===== src/rtl/fsm_step_controller.sv =====
// Step sequencer for the pattern detector: manual or tick-paced steps,
// one-cycle step_en with a held a_out sample, and a detection counter.
// Ports: clk, reset (sync, active-high), step_req, run_tog, tick, a_in, det
//        -> step_en, a_out, mode[1:0], det_count[CNT_WIDTH-1:0], det_pulse
module fsm_step_controller #(
    parameter int AUTO_PERIOD = 4,
    parameter int CNT_WIDTH   = 8
) (
    input  logic                 clk,
    input  logic                 reset,
    input  logic                 step_req,
    input  logic                 run_tog,
    input  logic                 tick,
    input  logic                 a_in,
    input  logic                 det,
    output logic                 step_en,
    output logic                 a_out,
    output logic [1:0]           mode,
    output logic [CNT_WIDTH-1:0] det_count,
    output logic                 det_pulse
);

    localparam int PW = (AUTO_PERIOD > 1) ? $clog2(AUTO_PERIOD) : 1;
    localparam logic [PW-1:0] LAST = PW'(AUTO_PERIOD - 1);
    localparam logic [CNT_WIDTH-1:0] CNT_MAX = '1;

    typedef enum logic [1:0] {
        PAUSE = 2'd0,
        RUN   = 2'd1,
        ISSUE = 2'd2,
        CHECK = 2'd3
    } state_t;

    state_t               state, state_n;
    logic                 run_flag, run_flag_n;
    logic                 pending, pending_n;
    logic [PW-1:0]        cnt, cnt_n;
    logic                 a_out_n;
    logic [CNT_WIDTH-1:0] det_count_n;
    logic                 det_pulse_n;

    // While a step is in flight, run_tog and step_req are folded into
    // the mode flag and the 1-deep pending slot; run_tog wins over step_req.
    logic flag_eff;
    logic pend_eff;
    assign flag_eff = run_tog ? ~run_flag : run_flag;
    assign pend_eff = ~run_tog & (pending | (step_req & ~run_flag));

    always_ff @(posedge clk) begin
        if (reset) begin
            state     <= PAUSE;
            run_flag  <= 1'b0;
            pending   <= 1'b0;
            cnt       <= '0;
            a_out     <= 1'b0;
            det_count <= '0;
            det_pulse <= 1'b0;
        end else begin
            state     <= state_n;
            run_flag  <= run_flag_n;
            pending   <= pending_n;
            cnt       <= cnt_n;
            a_out     <= a_out_n;
            det_count <= det_count_n;
            det_pulse <= det_pulse_n;
        end
    end

    always_comb begin
        state_n     = state;
        run_flag_n  = run_flag;
        pending_n   = pending;
        cnt_n       = cnt;
        a_out_n     = a_out;
        det_count_n = det_count;
        det_pulse_n = 1'b0;
        unique case (state)
            PAUSE: begin
                if (run_tog) begin
                    state_n    = RUN;
                    run_flag_n = 1'b1;
                    cnt_n      = '0;
                end else if (step_req) begin
                    a_out_n = a_in;
                    state_n = ISSUE;
                end
            end
            RUN: begin
                if (run_tog) begin
                    state_n    = PAUSE;
                    run_flag_n = 1'b0;
                    cnt_n      = '0;
                end else if (tick) begin
                    if (cnt == LAST) begin
                        a_out_n = a_in;
                        cnt_n   = '0;
                        state_n = ISSUE;
                    end else begin
                        cnt_n = cnt + 1'b1;
                    end
                end
            end
            ISSUE: begin
                state_n    = CHECK;
                run_flag_n = flag_eff;
                pending_n  = pend_eff;
                if (run_tog) cnt_n = '0;
            end
            CHECK: begin
                run_flag_n = flag_eff;
                pending_n  = 1'b0;
                if (run_tog) cnt_n = '0;
                if (det) begin
                    det_pulse_n = 1'b1;
                    if (det_count != CNT_MAX)
                        det_count_n = det_count + 1'b1;
                end
                if (pend_eff && !flag_eff) begin
                    a_out_n = a_in;
                    state_n = ISSUE;
                end else begin
                    state_n = flag_eff ? RUN : PAUSE;
                end
            end
            default: state_n = PAUSE;
        endcase
    end

    assign step_en = (state == ISSUE);
    assign mode    = state;

endmodule


===== config.mk =====
export PLATFORM = sky130hd
export DESIGN_NAME = fsm_step_controller
export DESIGN_NICKNAME = d
export VERILOG_FILES = /design/src/rtl/fsm_step_controller.sv
export SDC_FILE = /design/constraint.sdc
export NUM_CORES = 1
export LEC_CHECK = 0
export BUFFER_PORTS_ARGS = -buffer_cell sky130_fd_sc_hd__buf_2
export CORE_MARGIN = 5
export CORE_UTILIZATION = 52
export DETAILED_ROUTE_END_ITERATION = 12
export PLACE_DENSITY = 0.77
export SYNTH_ARGS = -nofsm -noshare
export SYNTH_HDL_FRONTEND = slang
export SYNTH_SLANG_ARGS = --single-unit

===== constraint.sdc =====
create_clock -name clk -period 1.75 [get_ports clk]
set_input_delay 0.35 -clock clk [delete_from_list [all_inputs] [get_ports clk]]
set_output_delay 0.35 -clock clk [all_outputs]
set_load 0.02 [all_outputs]

==> results of run 1 <==
power by group through the flow:
stage,clock (mW),combinational (mW),sequential [mW]
after floorplan,0,0.160,0.419
after global placement,0,0.214,0.406
after detailed placement,0,0.220,0.408
after CTS,0.253,0.222,0.399
after global routing,0.268,0.246,0.403
final,0.241,0.223,0.399
path summary, 6_finish.rpt:
| kind | endpoint | cells after the start | slack (ns) | start |
|---|---|---|---|---|
| worst max-delay path | step_en | 3 | 0.11 | mode[0] |
| worst min-delay path | a_out | 3 | 0.33 | a_in |
| worst max register to register | a_out | 6 | 0.13 | mode[1] |
| worst min register to register | run_flag | 2 | 0.50 | run_flag |
per-layer routing:
metal  vias up  GRT usage  routed length, um  share of wire
met3         4     0.0370                 70          0.035
li1        430          -                  -              -
met4         0     0.0766                 38          0.019
met1       375      0.188                877           0.44
met2        14      0.291                999           0.50
met5         -          0                  0              0
cell families (layout without fill, tap and decap cells):
family | after synthesis | in the layout
adders and majority gates | 7 | 7
buffers and inverters | 10 | 30
DFF | 16 | 16
xor gates and xnor gates | 4 | 4
AOI/OAI and AO/OA | 25 | 25
muxes | 4 | 4
and+or+nand+nor | 43 | 43
cell type report:
cell class | count | area [sq um] | share of cell area
multi-input combinational | 83 | 576 | 0.529
timing repair buffer | 20 | 103 | 0.0943
tap | 25 | 31.3 | 0.0287
inverter | 6 | 22.5 | 0.0207
clock buffer | 4 | 36.3 | 0.0333
sequential | 16 | 320 | 0.294
flip-flops by register name, indices dropped and copies added, names as in the netlist:
signal     count
pending        1
mode           2
run_flag       1
det_pulse      1
cnt            2
a_out          1
det_count      8
cells in the mapped netlist, drive strengths merged, types with 2 or more instances:
cell / instances / area, sq um
dfxtp: 16 / 320
nor2: 13 / 48.8
a21oi: 9 / 48.8
nand2: 8 / 32.5
ha: 7 / 87.6
inv: 6 / 22.5
nor3: 5 / 36.3
a31oi: 4 / 31.3
mux2i: 4 / 40.0
nand2b: 4 / 25.0
a211oi: 3 / 22.5
nand3: 3 / 15.0
xnor2: 3 / 26.3
a2111oi: 2 / 17.5
and4: 2 / 17.5
buf: 2 / 16.3
clkbuf: 2 / 7.51
nand4: 2 / 12.5
nor2b: 2 / 12.5
o31ai: 2 / 15.0
repair_timing:
| action | 4_1_cts | 5_1_grt |
|---|---|---|
| gates resized for setup | 0 | 1 |
| hold buffers | 0 | 0 |
| setup endpoints to repair | 0 | 1 |
| endpoints found under the hold margin | 0 | 0 |
tightest hold or removal path, delay by kind of cell:
family | cells | cell delay (ns)
buffers and inverters | 1 | 0.10
and+or+nand+nor | 1 | 0.06
muxes | 1 | 0.06
through the flow:
stage | hold WS [ns] | total power [mW] | instance area [sq um] | cells | util
6_report | 0.328 | 0.863 | 1090 | 154 | 0.630
5_1_grt | 0.323 | 0.916 | 1090 | 154 | 0.630
4_1_cts | 0.319 | 0.874 | 1090 | 154 | 0.630
3_5_place_dp | 0.487 | 0.628 | 1050 | 150 | 0.609
3_3_place_gp | 0.462 | 0.620 | 1050 | 150 | 0.609
2_1_floorplan | 0.470 | 0.579 | 941 | 109 | -
==> impl_metrics.json, run 1 <==
{
  "status": "finished clean",
  "synth-seq-cells": 16,
  "worstSkewPairLatency_ns": 0.28,
  "tns_ns": 0,
  "vias_per_cell": 5.34,
  "skew_ns": 0.00106,
  "cts_tree": "built",
  "clockRootBuffer": "clkbuf_4",
  "worstPathArrival_ns": 1.29,
  "critical_path_class": "flip-flop to output port",
  "worst_slack_ns": 0.106,
  "cts-buffers-inserted": 3,
  "power.share.sequential": 0.462,
  "die_w_um": 52.5,
  "post-cts-setup-buffer-count": 0,
  "portBuffers": 19,
  "die-area_sq_mm": 0.00276,
  "ys_seq_area_frac": 0.340,
  "synthArstFlopShare": 0,
  "p_leak_nw": 0.474,
  "grt_pass1_wl_um": 3370,
  "syn-cell-area_sq_um": 941,
  "h-tree-depth": 1,
  "start_util": 0.545,
  "worst_pin_slew_ns": 0.346,
  "clkPwrFrac": 0.279,
  "drv_slew": 0,
  "crit_slowest_cell": "dfxtp_1",
  "synthCells": 109,
  "hpwl_um": 1520,
  "hold_class": "primary input to flip-flop",
  "timing.final.crit_share": 0.939,
  "design.core.area_sq_mm": 0.00173,
  "drive_above_1_share": 0.233,
  "ant_nets": 0,
  "grt_pass1_vias": 765,
  "peakVddDrop_mv": 0.471,
  "cp_max_fo": 8,
  "p_switching_uw": 260,
  "overflow": 0,
  "synth_edf_count": 0,
  "finalSetupViolCount": 0,
  "routabilityCongestion": 0.840,
  "relSlewSlack": 0.764,
  "finalCriticalPeriod_ns": 1.64,
  "powerDensity_mw_per_mm2": 793,
  "syn_nets": 123,
  "syn_area_per_cell_sq_um": 8.63,
  "diodes": 0,
  "drc": 0,
  "cts_max_path_buffers": 2,
  "drtPass1Iterations": 4,
  "grt_use_total": 0.166,
  "final_hold_viol_count": 0,
  "synth_mux_area_frac": 0.0426,
  "rsz0062_at_grt": "no",
  "drt_wl_total_um": 1990,
  "die_h_um": 52.5,
  "synth_top_family_by_area": "simple AND/OR/NAND/NOR gates",
  "wl_per_cell_um": 12.9,
  "fillers": 165,
  "critical-path-top-delay-family": "flip-flops",
  "ios": 20,
  "final_cell_mix": "buf_2 (19), dfxtp_1 (16), nor2_1 (13)",
  "via_count": 823,
  "synthXorXnorAreaFrac": 0.0372,
  "p_comb_frac": 0.259,
  "drt_iter0_markers": 9,
  "layout_commonest_cell": "buf_2",
  "crit_path_start_kind": "flip-flop",
  "intPower_uw": 603,
  "max_freq_ghz": 0.608,
  "dpl_worst_slack_ns": 0.156,
  "swShare": 0.302,
  "cpPeakStageDelay_ns": 0.35,
  "cp_num_buf_inv": 2,
  "clk_pin_slew_worst_paths_ns": 0.09,
  "nets": 144,
  "cp_cell_sequence": "inv_1 > ha_1 > buf_2",
  "crit_path_end_kind": "output port",
  "ys_warn_count": 0,
  "drv_cap": 0,
  "grt_max_degree": 19,
  "rows": 15,
  "synth-compound-area-share": 0.195,
  "syn2layout_area_growth_pct": 15.7,
  "yosys.cell_types.count": 35,
  "cts.sinks": 16,
  "synthSimpleGateAreaFrac": 0.242,
  "synthAdderAreaFrac": 0.0931,
  "antenna_found_initial": 0,
  "ys_dominant_reg_cell": "dfxtp_1",
  "cp.required_ns": 1.40
}
No activity file was read; power rests on OpenSTA's default activity.
==> run 2, diff against run 1 <==
==> constraint.sdc (replaced) <==
create_clock -name clk -period 1.75 [get_ports clk]
set_input_delay 0.4375 -clock clk [delete_from_list [all_inputs] [get_ports clk]]
set_output_delay 0.4375 -clock clk [all_outputs]
set_load 0.02 [all_outputs]
==> run 2 against run 1 <==
Effect of this change: die area is the same; register-to-register slack about the same; clock-buffer cell count unchanged; highest routed layer unchanged.
==> impl_metrics.json, run 2 (same netlist as run 1, synthesis figures left out) <==
{
  "max_freq_ghz": 0.602,
  "cp.required_ns": 1.31,
  "powerDensity_mw_per_mm2": 793,
  "worst_pin_slew_ns": 0.346,
  "design.core.area_sq_mm": 0.00173,
  "overflow": 0,
  "relSlewSlack": 0.764,
  "drv_slew": 0,
  "finalCriticalPeriod_ns": 1.66,
  "wl_per_cell_um": 13.0,
  "via_count": 826,
  "use_met2": 0.291,
  "crit_path_start_kind": "flip-flop",
  "hold_class": "primary input to flip-flop",
  "skew_ns": 0.00106,
  "nets": 144,
  "clockRootBuffer": "clkbuf_4",
  "crit_path_end": "step_en",
  "rows": 15,
  "die_w_um": 52.5,
  "grt_max_degree": 19,
  "grt_use_total": 0.166,
  "drt_iter0_markers": 9,
  "grtUsageMet3": 0.0370,
  "drive_above_1_share": 0.240,
  "p_leak_nw": 0.473,
  "dp_cells": 150,
  "crit_path_end_kind": "output port",
  "vias_per_cell": 5.36,
  "antenna_found_initial": 0,
  "reg2reg_from": "mode[1]",
  "diodes": 0,
  "critical_path_class": "flip-flop to output port",
  "syn2layout_area_growth_pct": 16.0,
  "ff2ff_path_depth": 6,
  "drt_wl_total_um": 2010,
  "worstPathArrival_ns": 1.22,
  "peakVddDrop_mv": 0.471,
  "cts_max_path_buffers": 2,
  "finalSetupViolCount": 0,
  "die-area_sq_mm": 0.00276,
  "grt_pass1_wl_um": 3370,
  "cts_resized": 0,
  "drtPass1Iterations": 4,
  "timing.final.crit_share": 0.950,
  "status": "finished clean",
  "fillers": 166,
  "ant_nets": 0,
  "grt_pass1_vias": 765,
  "cp_max_fo": 8,
  "instances_no_fill": 154,
  "final_hold_viol_count": 0,
  "hpwl_um": 1520,
  "portBuffers": 19,
  "cts_tree": "built",
  "cts-buffers-inserted": 3,
  "worstSkewPairLatency_ns": 0.28,
  "drv_cap": 0,
  "cts.sinks": 16,
  "final_cell_mix": "buf_2 (19), dfxtp_1 (16), nor2_1 (13)",
  "largest_reg_flops": 8,
  "drc": 0,
  "rsz0062_at_grt": "no",
  "rrSetupSlack_ns": 0.13,
  "die_h_um": 52.5,
  "use_met1": 0.188,
  "layout_commonest_cell": "buf_2",
  "tns_ns": 0,
  "top_register": "det_count",
  "ios": 20,
  "routabilityCongestion": 0.840,
  "post-cts-setup-buffer-count": 0,
  "multiInputGateArea_sq_um": 578,
  "ctsHoldBuffers": 0,
  "h-tree-depth": 1,
  "clk_pin_slew_worst_paths_ns": 0.09,
  "grt.busiest_layer": "met2",
  "area.sequential_sq_um": 320,
  "reg2reg_to": "a_out",
  "startpoint": "mode[0]",
  "start_util": 0.545
}
-- run 2: changes by cell type in the layout (fill, tap and decap cells not counted) --
cell,delta
ha_2,+1
ha_1,-1
-- run 2: where the power goes --
group | total (mW) | switching, mW | internal [mW] | leakage (nW)
logic | 0.225 | 0.131 | 0.0946 | 0.322
registers | 0.399 | 0.0168 | 0.382 | 0.130
clock network | 0.241 | 0.114 | 0.127 | 0.0210
-- run 2: routing by layer --
metal  routed length [um]  vias to the layer above
met5                    0                        -
met2                 1010                       14
met3                   70                        4
met4                   38                        0
li1                     -                      430
met1                  888                      378
-- run 2: per-stage QoR --
stage	utilization	area, sq um	hold slack [ns]	power, mW	worst slack (ns)
2_1_floorplan	-	941	0.470	0.579	0.105
3_3_place_gp	0.609	1050	0.462	0.620	0.242
3_5_place_dp	0.609	1050	0.487	0.628	0.156
4_1_cts	0.630	1090	0.407	0.874	0.0111
5_1_grt	0.632	1090	0.410	0.919	0.00309
6_report	0.632	1090	0.415	0.865	0.0876
-- run 2: worst min-delay path by stage --
stage | cells past startpoint | to | startpoint | slack [ns]
after global placement | 2 | a_out | a_out | 0.46
after CTS | 3 | a_out | a_in | 0.41
after detailed placement | 2 | a_out | a_out | 0.49
after floorplan | 2 | run_flag | run_flag | 0.47
final | 3 | a_out | a_in | 0.42
after global routing | 3 | a_out | a_in | 0.41
-- run 2: area by class of cell --
class                      instances  area share
multi-input combinational         83       0.530
sequential                        16       0.294
timing repair buffer              20      0.0940
clock buffer                       4      0.0333
tap                               25      0.0287
inverter                           6      0.0206
-- run 2: critical path, cell delays in order, from the launching register on --
cell and delay [ns]:
dfxtp_1 0.35, inv_1 0.12, ha_2 0.28, buf_2 0.19
==> run 3, diff against run 2 <==
--- a/config.mk
+++ b/config.mk
@@ -9,7 +9,7 @@
 export CORE_MARGIN = 5
 export CORE_UTILIZATION = 52
 export DETAILED_ROUTE_END_ITERATION = 12
-export PLACE_DENSITY = 0.77
+export PLACE_DENSITY = 0.79
 export SYNTH_ARGS = -nofsm -noshare
 export SYNTH_HDL_FRONTEND = slang
 export SYNTH_SLANG_ARGS = --single-unit
==> run 3 against run 2 <==
Effect of this change: non-clock buffer count decreased by 1; fmax increased by 0.52%; worst setup slack improved by 0.0086 ns; critical endpoint unchanged.
==> impl_metrics.json, run 3 (same netlist as run 1, synthesis figures left out) <==
{
  "intPower_uw": 554,
  "rows": 15,
  "p_switching_uw": 254,
  "drt_iter0_markers": 14,
  "ctsHoldBuffers": 0,
  "clockRootBuffer": "clkbuf_4",
  "drv_cap": 0,
  "tns_ns": 0,
  "drc": 0,
  "h-tree-depth": 1,
  "design.core.area_sq_mm": 0.00173,
  "syn2layout_area_growth_pct": 13.6,
  "p_comb_frac": 0.268,
  "worst_pin_slew_ns": 0.332,
  "cts_tree": "built",
  "portBuffers": 19,
  "largest_reg_flops": 8,
  "cts-buffers-inserted": 3,
  "fillers": 165,
  "crit_path_end_kind": "output port",
  "relSlewSlack": 0.773,
  "diodes": 0,
  "wl_per_cell_um": 12.7,
  "area.sequential_sq_um": 320,
  "timing.final.crit_share": 0.945,
  "multiInputGateArea_sq_um": 577,
  "powerDensity_mw_per_mm2": 757,
  "total_power_uw": 809,
  "swShare": 0.314,
  "clk_pin_slew_worst_paths_ns": 0.09,
  "vias_per_cell": 5.55,
  "ios": 20,
  "grt_use_total": 0.159,
  "final_hold_viol_count": 0,
  "clkPwrFrac": 0.240,
  "cp_max_fo": 8,
  "drtPass1Iterations": 4,
  "status": "finished clean",
  "cts.sinks": 16,
  "crit_path_start_kind": "flip-flop",
  "instances_no_fill": 152,
  "nets": 143,
  "rsz0062_at_grt": "no",
  "startpoint": "mode[0]",
  "grt_pass1_vias": 768,
  "routabilityCongestion": 0.786,
  "via_count": 843,
  "top_register": "det_count",
  "cts_resized": 0,
  "die-area_sq_mm": 0.00276,
  "hold_class": "primary input to flip-flop",
  "peakVddDrop_mv": 0.536,
  "antenna_found_initial": 0,
  "ant_nets": 0,
  "finalCriticalPeriod_ns": 1.65,
  "die_h_um": 52.5,
  "drv_slew": 0,
  "reg2reg_from": "mode[1]",
  "max_freq_ghz": 0.605,
  "grt_max_degree": 19,
  "critical_path_class": "flip-flop to output port",
  "overflow": 0,
  "min_from": "a_in",
  "die_w_um": 52.5,
  "hpwl_um": 1440,
  "final_cell_mix": "buf_2 (19), dfxtp_1 (16), nor2_1 (13)",
  "p_leak_nw": 0.460,
  "post-cts-setup-buffer-count": 0,
  "skew_ns": 0.00970,
  "cp.required_ns": 1.31,
  "start_util": 0.545,
  "worstPathArrival_ns": 1.22,
  "grt_pass1_wl_um": 3280,
  "cts_max_path_buffers": 2,
  "power.share.sequential": 0.492,
  "drt_wl_total_um": 1930,
  "drive_above_1_share": 0.228,
  "worstSkewPairLatency_ns": 0.29,
  "dp_cells": 149,
  "layout_commonest_cell": "buf_2",
  "finalSetupViolCount": 0
}
==> run 3: critical path, cell delays in order, from the launching register on <==
cell     delay [ns]
dfxtp_1        0.34
inv_1          0.13
ha_2           0.27
buf_2          0.19
==> run 3: worst paths after layout <==
path | endpoint | slack (ns) | depth (start not counted)
min | a_out | 0.40 | 3
max reg2reg | a_out | 0.17 | 6
min reg2reg | a_out | 0.48 | 2
max | step_en | 0.1 | 3
==> run 3: layout make-up <==
| type | count | area share |
|---|---|---|
| sequential | 16 | 0.300 |
| clock buffer | 3 | 0.0211 |
| multi-input combinational | 83 | 0.540 |
| timing repair buffer | 19 | 0.0890 |
| tap | 25 | 0.0293 |
| inverter | 6 | 0.0211 |
==> run 3: routing by layer <==
| layer | global-route usage | up-vias | wire (um) |
|---|---|---|---|
| li1 | - | 428 | - |
| met1 | 0.212 | 389 | 950 |
| met2 | 0.233 | 22 | 838 |
| met3 | 0.0598 | 4 | 115 |
| met4 | 0.0553 | 0 | 22 |
| met5 | 0 | - | 0 |
==> run 3: power by group through the flow <==
| stage | clock network (mW) | registers (mW) | logic, mW |
|---|---|---|---|
| global route | 0.213 | 0.402 | 0.239 |
| finish | 0.194 | 0.398 | 0.217 |
| CTS | 0.202 | 0.398 | 0.214 |
| floorplan | 0 | 0.419 | 0.160 |
| detailed placement | 0 | 0.407 | 0.213 |
| global placement | 0 | 0.406 | 0.210 |
==> run 3: per-stage QoR <==
stage,util,setup WS (ns),hold slack [ns],instance area [sq um]
floorplan,-,0.105,0.470,941
global placement,0.604,0.237,0.462,1040
detailed placement,0.604,0.175,0.465,1040
CTS,0.617,0.0201,0.404,1070
global route,0.619,0.0150,0.422,1070
finish,0.619,0.0962,0.399,1070
